[src/rtl/ifu_fetch_ctrl.sv]
// Fetch sequencer for the IFU: boots the PC, issues cache requests, latches IR and redirects the PC.
// Optional perf counters are compiled in when FETCH_PERF_CNT_EN is defined.
module ifu_fetch_ctrl #(
  parameter int MISS_TIMEOUT = 64,
  parameter int CNT_WIDTH    = 7,
  parameter int PERF_WIDTH   = 32
) (
  input  logic                  fetch_ctrl_clock_in,
  input  logic                  fetch_ctrl_reset_in,
  input  logic                  ins_mem_ready_in,
  input  logic                  ins_mem_hit_in,
  input  logic                  stall_in,
  input  logic                  branch_taken_in,
  input  logic                  jump_in,
  output logic                  pc_set_ctrl_out,
  output logic [1:0]            pc_src_mux_ctrl_out,
  output logic                  ins_mem_valid_ctrl_out,
  output logic                  ir_set_ctrl_out,
  output logic                  ir_valid_out,
  output logic                  fetch_err_out
`ifdef FETCH_PERF_CNT_EN
  ,
  output logic [PERF_WIDTH-1:0] perf_fetch_cnt_out,
  output logic [PERF_WIDTH-1:0] perf_miss_cnt_out
`endif
);

  typedef enum logic [2:0] {
    ST_BOOT,
    ST_REQ,
    ST_WAIT,
    ST_LATCH,
    ST_ADVANCE,
    ST_ERROR
  } state_t;

  localparam logic [CNT_WIDTH-1:0] WAIT_LAST = CNT_WIDTH'(MISS_TIMEOUT - 1);
  localparam logic [CNT_WIDTH-1:0] WAIT_MAX  = {CNT_WIDTH{1'b1}};

  state_t               state_reg;
  logic [CNT_WIDTH-1:0] wait_cnt_reg;
  logic                 pend_valid_reg;
  logic                 pend_jump_reg;
  logic                 latch_ok_reg;

  logic       word_hit;
  logic       capture_en;
  logic       advance_go;
  logic [1:0] redirect_src;

  assign word_hit   = ins_mem_ready_in & ins_mem_hit_in;
  assign capture_en = (state_reg != ST_BOOT) && (state_reg != ST_ERROR);
  assign advance_go = (state_reg == ST_ADVANCE) && !stall_in;

  // A pulse arriving in the advancing cycle takes priority over the older pending redirect.
  always_comb begin
    redirect_src = 2'b00;
    if (jump_in)
      redirect_src = 2'b10;
    else if (branch_taken_in)
      redirect_src = 2'b01;
    else if (pend_valid_reg)
      redirect_src = pend_jump_reg ? 2'b10 : 2'b01;
  end

  always_ff @(posedge fetch_ctrl_clock_in or negedge fetch_ctrl_reset_in) begin
    if (!fetch_ctrl_reset_in) begin
      state_reg      <= ST_BOOT;
      wait_cnt_reg   <= '0;
      pend_valid_reg <= 1'b0;
      pend_jump_reg  <= 1'b0;
      latch_ok_reg   <= 1'b0;
    end else begin
      if (capture_en) begin
        if (jump_in) begin
          pend_valid_reg <= 1'b1;
          pend_jump_reg  <= 1'b1;
        end else if (branch_taken_in) begin
          pend_valid_reg <= 1'b1;
          pend_jump_reg  <= 1'b0;
        end
      end
      case (state_reg)
        ST_BOOT: state_reg <= ST_REQ;
        ST_REQ: begin
          if (word_hit) begin
            state_reg <= ST_LATCH;
          end else begin
            state_reg    <= ST_WAIT;
            wait_cnt_reg <= '0;
          end
        end
        ST_WAIT: begin
          if (wait_cnt_reg != WAIT_MAX)
            wait_cnt_reg <= wait_cnt_reg + CNT_WIDTH'(1);
          if (word_hit)
            state_reg <= ST_LATCH;
          else if (wait_cnt_reg == WAIT_LAST)
            state_reg <= ST_ERROR;
        end
        ST_LATCH: begin
          latch_ok_reg <= !pend_valid_reg;
          state_reg    <= ST_ADVANCE;
        end
        ST_ADVANCE: begin
          // Clearing here overrides any same-cycle capture: that pulse was already applied.
          if (!stall_in) begin
            state_reg      <= ST_REQ;
            pend_valid_reg <= 1'b0;
            pend_jump_reg  <= 1'b0;
          end
        end
        ST_ERROR: state_reg <= ST_ERROR;
        default:  state_reg <= ST_BOOT;
      endcase
    end
  end

  // BOOT is the reset state, so its outputs are masked while reset is held.
  always_comb begin
    pc_set_ctrl_out        = 1'b0;
    pc_src_mux_ctrl_out    = 2'b00;
    ins_mem_valid_ctrl_out = 1'b0;
    ir_set_ctrl_out        = 1'b0;
    ir_valid_out           = 1'b0;
    fetch_err_out          = 1'b0;
    case (state_reg)
      ST_BOOT: begin
        pc_set_ctrl_out     = fetch_ctrl_reset_in;
        pc_src_mux_ctrl_out = fetch_ctrl_reset_in ? 2'b11 : 2'b00;
      end
      ST_REQ, ST_WAIT: ins_mem_valid_ctrl_out = 1'b1;
      ST_LATCH:        ir_set_ctrl_out = !pend_valid_reg;
      ST_ADVANCE: begin
        ir_valid_out        = latch_ok_reg;
        pc_set_ctrl_out     = advance_go;
        pc_src_mux_ctrl_out = advance_go ? redirect_src : 2'b00;
      end
      ST_ERROR: fetch_err_out = 1'b1;
      default: ;
    endcase
  end

`ifdef FETCH_PERF_CNT_EN
  logic [PERF_WIDTH-1:0] perf_fetch_cnt_reg;
  logic [PERF_WIDTH-1:0] perf_miss_cnt_reg;

  always_ff @(posedge fetch_ctrl_clock_in or negedge fetch_ctrl_reset_in) begin
    if (!fetch_ctrl_reset_in) begin
      perf_fetch_cnt_reg <= '0;
      perf_miss_cnt_reg  <= '0;
    end else begin
      if (ir_set_ctrl_out)
        perf_fetch_cnt_reg <= perf_fetch_cnt_reg + PERF_WIDTH'(1);
      if (state_reg == ST_WAIT)
        perf_miss_cnt_reg <= perf_miss_cnt_reg + PERF_WIDTH'(1);
    end
  end

  assign perf_fetch_cnt_out = perf_fetch_cnt_reg;
  assign perf_miss_cnt_out  = perf_miss_cnt_reg;
`else
  // Without the counters the width parameter has nothing to size.
  if (PERF_WIDTH < 1) begin : g_no_perf
  end
`endif

endmodule
[config.mk]
export PLATFORM = sky130hd
export DESIGN_NAME = ifu_fetch_ctrl
export DESIGN_NICKNAME = d
export VERILOG_FILES = /design/src/rtl/ifu_fetch_ctrl.sv
export SDC_FILE = /design/constraint.sdc
export NUM_CORES = 1
export LEC_CHECK = 0
export BUFFER_PORTS_ARGS = -buffer_cell sky130_fd_sc_hd__clkbuf_2
export CORE_UTILIZATION = 51
export CTS_BUF_LIST = sky130_fd_sc_hd__clkbuf_8 sky130_fd_sc_hd__clkbuf_16
export DETAILED_ROUTE_END_ITERATION = 10
export PLACE_DENSITY = 0.74
export SLEW_MARGIN = 10
export SYNTH_ARGS = -nofsm -noshare
export SYNTH_HDL_FRONTEND = slang
export SYNTH_SLANG_ARGS = --single-unit
[constraint.sdc]
create_clock -name fetch_ctrl_clock_in -period 2.5 [get_ports fetch_ctrl_clock_in]
set_input_delay 0.25 -clock fetch_ctrl_clock_in [delete_from_list [all_inputs] [get_ports fetch_ctrl_clock_in]]
set_output_delay 0.25 -clock fetch_ctrl_clock_in [all_outputs]
set_load 0.005 [all_outputs]
==> impl_metrics.tcl, run 1 <==
set metrics [dict create \
    area_delta_synth_final_pct 14.8 \
    overflow 0 \
    yosysWarnings 0 \
    cp-end-kind "register" \
    rows 13 \
    drive_above_1_share_pct 18.8 \
    synth_area_leaders "dfrtp_1 (42%), o21ai_0 (5.2%), xnor2_1 (4.5%)" \
    wirelength_mm 1.46 \
    clk-insertion-delay-late_ns 0.24 \
    numClockSinks 13 \
    cp-start-kind "register" \
    cp_top_family "simple AND/OR/NAND/NOR gates" \
    start_util_pct 56.9 \
    required_ns 2.63 \
    clk_pin_slew_ns 0.06 \
    syn_nets 95 \
    hold_buffers 1 \
    core_mm2 0.00137 \
    drt-vias-per-instance 5.60 \
    cts_resized 0 \
    slowest_stage "dfrtp_1" \
    postRouteAntennaNets 0 \
    maxCapViolations 0 \
    grt_pass1_wl_mm 2.15 \
    synthCells 87 \
    final_util_pct 65.3 \
    top_layer "met4" \
    htree_levels 1 \
    period_minus_slack_ns 1.87 \
    tns_ns 0 \
    clock_path_buffers 2 \
    grt_pass1_vias 515 \
    gp_congestion 0.719 \
    cts_made_buffers 3 \
    dieArea_mm2 0.00168 \
    slew_violations 0 \
    hp-class "primary input to register" \
    timing.fmax_mhz 536 \
    grt_start_max_net_pins 15 \
    slew_headroom_pct 76.6 \
    yosysSeqAreaShare_pct 41.9 \
    io-pin-count 14 \
    cts_tree "done" \
    final_cell_mix "clkbuf_2 (13), dfrtp_1 (13), nand2_1 (8), o21ai_0 (8)" \
    power.leakage_nw 0.430 \
    dieWidth_um 41.0 \
    cts_root_buffer "clkbuf_8" \
    largest_reg_flops 7 \
    post_cts_buffers 0 \
    setup_viol 0 \
    synth_top_cell_area_share_pct 41.9 \
    p_per_area_mw_per_mm2 1050 \
    antenna_cells 0 \
    hold_viol 0 \
    arrival_ns 1.99 \
    synth-seq-cells 13 \
    drc 0 \
    synth_area_per_cell_um2 8.93 \
    synth_edf_count 0 \
    cp_max_fo 11 \
    antenna_found_initial 0 \
    vias 650 \
    rsz0062_at_grt "no" \
    port-buffer-count 13 \
    nets 110 \
    cp_slowest_stage_delay_ns 0.53 \
    yosysUniqueCellTypes 34 \
    fillCellCount 125 \
    async_flop_share_pct 100 \
    status "completed" \
    ir_worst_vdd_mv 0.532 \
    ys.flop_type "dfrtp_1" \
    drtPass1Iterations 4 \
    drtIter0Drc 12 \
    post-synth-top-area-cell "dfrtp_1" \
    wl_met1_um 765 \
    finalCritPeriodShare_pct 74.7 \
    worstPathCellList "or3b_1 > a31o_4 > and2_4 > a211o_1" \
    tightest_slew_ns 0.352 \
    dpl.hpwl_mm 1.05 \
    dr_wl_met3_um 57 \
    wl_met2_um 600 \
    finClkSkew_ns 0.00382 \
    avgRoutedWirePerCell_um 12.6 \
    die_h_um 41.0 \
    synth.cell_area_um2 777 \
    cp_num_buf_inv 0 \
    grt_util_all_layers_pct 21.0 \
    critPathKind "register to register" \
]
## metrics by stage
stage | area [um2] | setup slack, ns | cells | power [mW] | hold WS, ns
2_1_floorplan | 777 | 0.747 | 87 | 0.667 | -0.0456
3_3_place_gp | 837 | 0.696 | 111 | 0.742 | 0.169
3_5_place_dp | 837 | 0.643 | 111 | 0.753 | 0.174
4_1_cts | 892 | 0.634 | 116 | 0.949 | 0.276
5_1_grt | 892 | 0.520 | 116 | 1.02 | 0.295
6_report | 892 | 0.633 | 116 | 0.939 | 0.272
## cells by family (layout without fill, tap and decap cells)
| family | Yosys count | in the layout | synth area share (%) |
|---|---|---|---|
| buffers and inverters | 9 | 23 | 5.47 |
| adders and majority gates | 1 | 1 | 1.61 |
| AOI/OAI and AO/OA | 23 | 23 | 20.0 |
| DFF | 13 | 13 | 41.9 |
| xor gates and xnor gates | 6 | 6 | 6.76 |
| and+or+nand+nor | 35 | 35 | 24.3 |
## Yosys cell counts (2+ instances only)
cell and count:
inv_1 5, and2_1 2, xor2_1 2, a21oi_1 4, a31oi_1 2, nand2_1 8, nor3_1 2, nor2_1 6
xnor2_1 4, nand3_1 5, o21ai_0 8, nand3b_1 3, o2bb2ai_1 2, dfrtp_1 13, clkbuf_1 2
## where the power goes
group / internal (mW) / total [mW] / switching (mW)
registers: 0.274 / 0.370 / 0.0966
logic: 0.191 / 0.384 / 0.193
clock network: 0.108 / 0.184 / 0.0760
total: 0.573 / 0.939 / 0.366
## final timing paths
check / startpoint / end / slack (ns) / cells after the start
max in group asynchronous: fetch_ctrl_reset_in / wait_cnt_reg[0] / 1.80 / 2
hold / removal: ins_mem_hit_in / state_reg[0] / 0.27 / 3
hold reg to reg: latch_ok_reg / latch_ok_reg / 0.48 / 1
setup reg to reg: state_reg[1] / wait_cnt_reg[5] / 0.63 / 4
min in group asynchronous: fetch_ctrl_reset_in / wait_cnt_reg[6] / 0.44 / 2
setup / recovery: state_reg[1] / wait_cnt_reg[5] / 0.63 / 4
## cell type report
| type | instances | area [um2] | area share, % |
|---|---|---|---|
| Multi-Input combinational cell | 65 | 409 | 45.9 |
| Sequential cell | 13 | 325 | 36.5 |
| Timing Repair Buffer | 14 | 75.1 | 8.42 |
| Clock buffer | 3 | 41.3 | 4.63 |
| Inverter | 5 | 18.8 | 2.10 |
| Tap cell | 15 | 18.8 | 2.10 |
| Clock inverter | 1 | 3.75 | 0.421 |
## metal layers
layer / track usage (%) / vias up
li1: - / 336
met5: 0 / -
met2: 27.3 / 20
met4: 15.8 / 0
met3: 4.89 / 5
met1: 29.5 / 289
## worst reg2reg max path, delay by kind of cell (launching register included)
family          cells  cell delay (ns)
compound gates      2             0.55
flops               1             0.53
simple gates        2             0.67
Power figures use the tool's default switching activity.
==> run 2, diff against run 1 <==
CORE_UTILIZATION = 47   (was 51)
PLACE_DENSITY = 0.72   (was 0.74)
clock period = 1.7 ns   (was 2.5 ns; I/O delays follow)
==> run 2 against run 1 <==
Against the previous run:
- via count up 4.3%
- first-iteration DRC count up 17%
- die area up 8.1%
- critical endpoint unchanged
- largest cell class unchanged
==> impl_metrics.tcl, run 2 (synthesis results as in run 1) <==
set metrics [dict create \
    status "completed" \
    final_cell_mix "clkbuf_2 (13), dfrtp_1 (13), nand2_1 (8), o21ai_0 (8), buf_4 (8)" \
    antenna_found_initial 0 \
    stdcell_count 125 \
    numClockSinks 13 \
    tightest_slew_ns 0.346 \
    clk_pin_slew_ns 0.06 \
    grt_pass1_vias 638 \
    required_ns 1.84 \
    nets 118 \
    setup_viol 0 \
    dp_slack_ns 0.0500 \
    power_mw 1.48 \
    grt_pass1_wl_mm 2.71 \
    power.leakage_nw 0.470 \
    gp_congestion 0.771 \
    place_inst 118 \
    drc 0 \
    multi_input_area_um2 417 \
    tns_ns 0 \
    finClkSkew_ns 0.00621 \
    die_h_um 42.7 \
    largest_reg_flops 7 \
    arrival_ns 1.80 \
    overflow 0 \
    p_comb_share_pct 49.8 \
    drive_above_1_share_pct 26.6 \
    wirelength_mm 1.64 \
    rows 14 \
    vias 678 \
    avgRoutedWirePerCell_um 13.1 \
    dpl.hpwl_mm 1.22 \
    swShare_pct 38.3 \
    cp_max_fo 6 \
    p_clk_share_pct 18.7 \
    port-buffer-count 13 \
    dieWidth_um 42.7 \
    place_area_um2 883 \
    period_minus_slack_ns 1.66 \
    antenna_cells 0 \
    area_delta_synth_final_pct 23.7 \
    hp-class "primary input to register" \
    drtPass1Iterations 4 \
    drtIter0Drc 14 \
    area.sequential_um2 325 \
    cp_top_family "compound AO/OA/AOI/OAI gates" \
    drt-vias-per-instance 5.42 \
    p_int_mw 0.916 \
    clk-insertion-delay-late_ns 0.25 \
    core_mm2 0.00152 \
    cts_root_buffer "clkbuf_8" \
    slowest_stage "dfrtp_1" \
    cts_tree "done" \
    cp_slowest_stage_delay_ns 0.40 \
    htree_levels 1 \
    postRouteAntennaNets 0 \
    grt_start_max_net_pins 14 \
    io-pin-count 14 \
    p_per_area_mw_per_mm2 1540 \
    whs_ns 0.188 \
    worstPathCellList "ha_1 > and4_1 > a31o_4 > and2_4 > a211o_1" \
    p_sw_mw 0.569 \
    worst_slack_ns 0.0392 \
    final_util_pct 63.1 \
    finalCritPeriodShare_pct 97.7 \
    ir_worst_vdd_mv 0.790 \
    maxCapViolations 0 \
    timing.fmax_mhz 602 \
    cp_num_buf_inv 0 \
    cp-start-kind "register" \
    cp-end-kind "register" \
    start_util_pct 51.0 \
    slew_headroom_pct 76.8 \
    cts_made_buffers 3 \
    hold_viol 0 \
    fillCellCount 136 \
    grt_util_all_layers_pct 20.3 \
    clock_path_buffers 2 \
    pwr-share-seq_pct 31.5 \
    dieArea_mm2 0.00182 \
    design_area_um2 961 \
    slew_violations 0 \
    critPathKind "register to register" \
]
run 2: tightest hold or removal path: stages:
cell	delay (ns)
clkbuf_2	0.10
nand2_1	0.06
a31oi_1	0.08
run 2: final cells by class:
class	instances	area share [%]
multi-input cells	65	43.4
flip-flops and latches	13	33.9
repair buffers	22	14.1
clock buffers	3	4.30
well taps	16	2.08
inverters	5	1.95
clock inverters	1	0.391
run 2: timing repair:
item | CTS | global route
hold endpoints to repair | 13 | 0
hold buffers | 1 | 0
endpoints found under the setup margin | 1 | 3
resized for setup | 0 | 2
pin swaps | 1 | 2
buffers inserted | 1 | 1
run 2: power groups by stage:
stage / clock (mW) / sequential, mW / combinational (mW)
6_report: 0.278 / 0.468 / 0.739
3_5_place_dp: 0 / 0.473 / 0.712
5_1_grt: 0.296 / 0.480 / 0.832
2_1_floorplan: 0 / 0.459 / 0.535
3_3_place_gp: 0 / 0.469 / 0.691
4_1_cts: 0.282 / 0.467 / 0.723
run 2: per-layer routing:
metal / GRT usage (%) / wire (um) / up-vias
met5: 0 / 0 / -
met4: 7.50 / 17 / 0
met3: 7.66 / 89 / 2
met2: 29.4 / 743 / 16
met1: 27.4 / 786 / 313
li1: - / - / 347
run 2: final timing paths:
path	from	end	slack [ns]	cells after the start
max reg2reg	wait_cnt_reg[0]	wait_cnt_reg[5]	0.04	5
min reg2reg	latch_ok_reg	latch_ok_reg	0.48	1
min in group asynchronous	fetch_ctrl_reset_in	wait_cnt_reg[4]	0.42	3
max in group asynchronous	fetch_ctrl_reset_in	wait_cnt_reg[2]	1.12	3
max	wait_cnt_reg[0]	wait_cnt_reg[5]	0.04	5
min	ins_mem_hit_in	state_reg[0]	0.19	3
==> run 3, diff against run 2 <==
REMOVE_ABC_BUFFERS = 1   (was unset)
==> run 3 against run 2 <==
Against the previous run:
- register-to-register slack hardly changed
- highest routed layer unchanged
- total power fell by 0.49%
- largest cell class unchanged
- critical endpoint unchanged
- maximum frequency is 0.31% lower
==> impl_metrics.tcl, run 3 (synthesis results as in run 1) <==
set metrics [dict create \
    hp-class "primary input to register" \
    hold_depth 3 \
    slew_headroom_pct 80.3 \
    core_mm2 0.00152 \
    die_h_um 42.7 \
    dieArea_mm2 0.00182 \
    avgRoutedWirePerCell_um 12.5 \
    vias 684 \
    power.leakage_nw 0.468 \
    htree_levels 1 \
    clk-insertion-delay-late_ns 0.24 \
    arrival_ns 1.79 \
    cp-end-kind "register" \
    r2r_cells 5 \
    busiest_layer "met2" \
    maxCapViolations 0 \
    numClockSinks 13 \
    finalCritPeriodShare_pct 98.0 \
    largest_reg_flops 7 \
    status "completed" \
    drtIter0Drc 10 \
    postRouteAntennaNets 0 \
    tns_ns 0 \
    period_minus_slack_ns 1.67 \
    start_util_pct 51.0 \
    wirelength_mm 1.56 \
    cp_slowest_stage_delay_ns 0.40 \
    antenna_found_initial 0 \
    overflow 0 \
    timing.rr.end "wait_cnt_reg[5]" \
    area_delta_synth_final_pct 23.5 \
    nets 118 \
    slew_violations 0 \
    slowest_stage "dfrtp_1" \
    stdcell_count 125 \
    critPathKind "register to register" \
    antenna_cells 0 \
    drt-vias-per-instance 5.47 \
    grt_pass1_wl_mm 2.39 \
    ir_worst_vdd_mv 0.956 \
    hold_start "ins_mem_hit_in" \
    worstPathCellList "ha_1 > and4_4 > a31o_4 > and2_4 > a211o_1" \
    io-pin-count 14 \
    hold_viol 0 \
    cts_root_buffer "clkbuf_8" \
    drc 0 \
    hold_end "state_reg[0]" \
    port-buffer-count 13 \
    p_per_area_mw_per_mm2 1540 \
    met3_usage_pct 6.38 \
    drive_above_1_share_pct 27.5 \
    final_cell_mix "clkbuf_2 (13), dfrtp_1 (13), nand2_1 (8), o21ai_0 (8), buf_4 (8)" \
    cp_max_fo 6 \
    drtPass1Iterations 4 \
    required_ns 1.83 \
    grt_util_all_layers_pct 18.1 \
    cp_num_buf_inv 0 \
    cts_tree "done" \
    reg2reg_from "wait_cnt_reg[0]" \
    dpl.hpwl_mm 1.16 \
    grt_start_max_net_pins 14 \
    grt_use_met2_pct 27.3 \
    dieWidth_um 42.7 \
    timing.fmax_mhz 600 \
    use_met1_pct 24.2 \
    setup_viol 0 \
    clk_pin_slew_ns 0.05 \
    rows 14 \
    grt_pass1_vias 567 \
    place_inst 118 \
    cp-start-kind "register" \
    finClkSkew_ns 0.00435 \
    cp_top_family "compound AO/OA/AOI/OAI gates" \
    gp_congestion 0.803 \
    power_mw 1.48 \
    cts_made_buffers 3 \
    clock_path_buffers 2 \
    tightest_slew_ns 0.294 \
    r2r_slack_ns 0.03 \
]
==> run 3: changes by cell type in the layout (fill, tap and decap cells not counted) <==
cell      change
and4_1        -1
and4_4        +1
clkinv_2      +1
inv_1         -1
o31ai_1       +1
o31ai_2       -1
==> run 3: cell type report <==
cell class                 count  area, um2
multi-input combinational     65        414
tap                           16       20.0
timing repair buffer          22        135
sequential                    13        325
clock buffer                   3       41.3
clock inverter                 1       5.00
inverter                       5       18.8
fill                         135        564
==> run 3: worst max path at each step <==
stage | slack [ns] | cells past startpoint | start | to
2_1_floorplan | -0.03 | 4 | state_reg[1] | wait_cnt_reg[5]
3_3_place_gp | 0.06 | 5 | wait_cnt_reg[0] | wait_cnt_reg[5]
3_5_place_dp | 0.02 | 5 | wait_cnt_reg[0] | wait_cnt_reg[5]
4_1_cts | 0.008 | 5 | wait_cnt_reg[0] | wait_cnt_reg[5]
5_1_grt | -0.003 | 5 | wait_cnt_reg[0] | wait_cnt_reg[5]
6_report | 0.03 | 5 | wait_cnt_reg[0] | wait_cnt_reg[5]
==> run 3: repair_timing <==
action	CTS	global route
endpoints found under the setup margin	1	2
pin swaps	1	0
endpoints found under the hold margin	13	0
gates resized for setup	0	2
buffers inserted	1	1
hold buffers	1	0
==> run 3: per-stage QoR <==
| stage | worst slack [ns] | cell area, um2 | hold slack, ns | utilization [%] |
|---|---|---|---|---|
| floorplan | -0.0300 | 753 | -0.126 | - |
| global placement | 0.0573 | 883 | 0.136 | 58.0 |
| detailed placement | 0.0150 | 883 | 0.147 | 58.0 |
| CTS | 0.00826 | 947 | 0.211 | 62.2 |
| global route | -0.00306 | 960 | 0.234 | 63.0 |
| finish | 0.0341 | 960 | 0.223 | 63.0 |
==> run 3: power by group <==
part	internal (mW)	switching, mW
registers	0.403	0.0634
clock network	0.161	0.103
logic	0.358	0.388
total	0.923	0.555
==> run 3: worst min-delay path, cell delays in order <==
cell,delay [ns]
clkbuf_2,0.10
nand2_1,0.06
a31oi_1,0.08
==> run 3: layer usage <==
metal	share of wire (%)	wire length [um]
met5	0	0
met3	6.3	98
met1	43	665
met4	0.32	5
met2	51	790
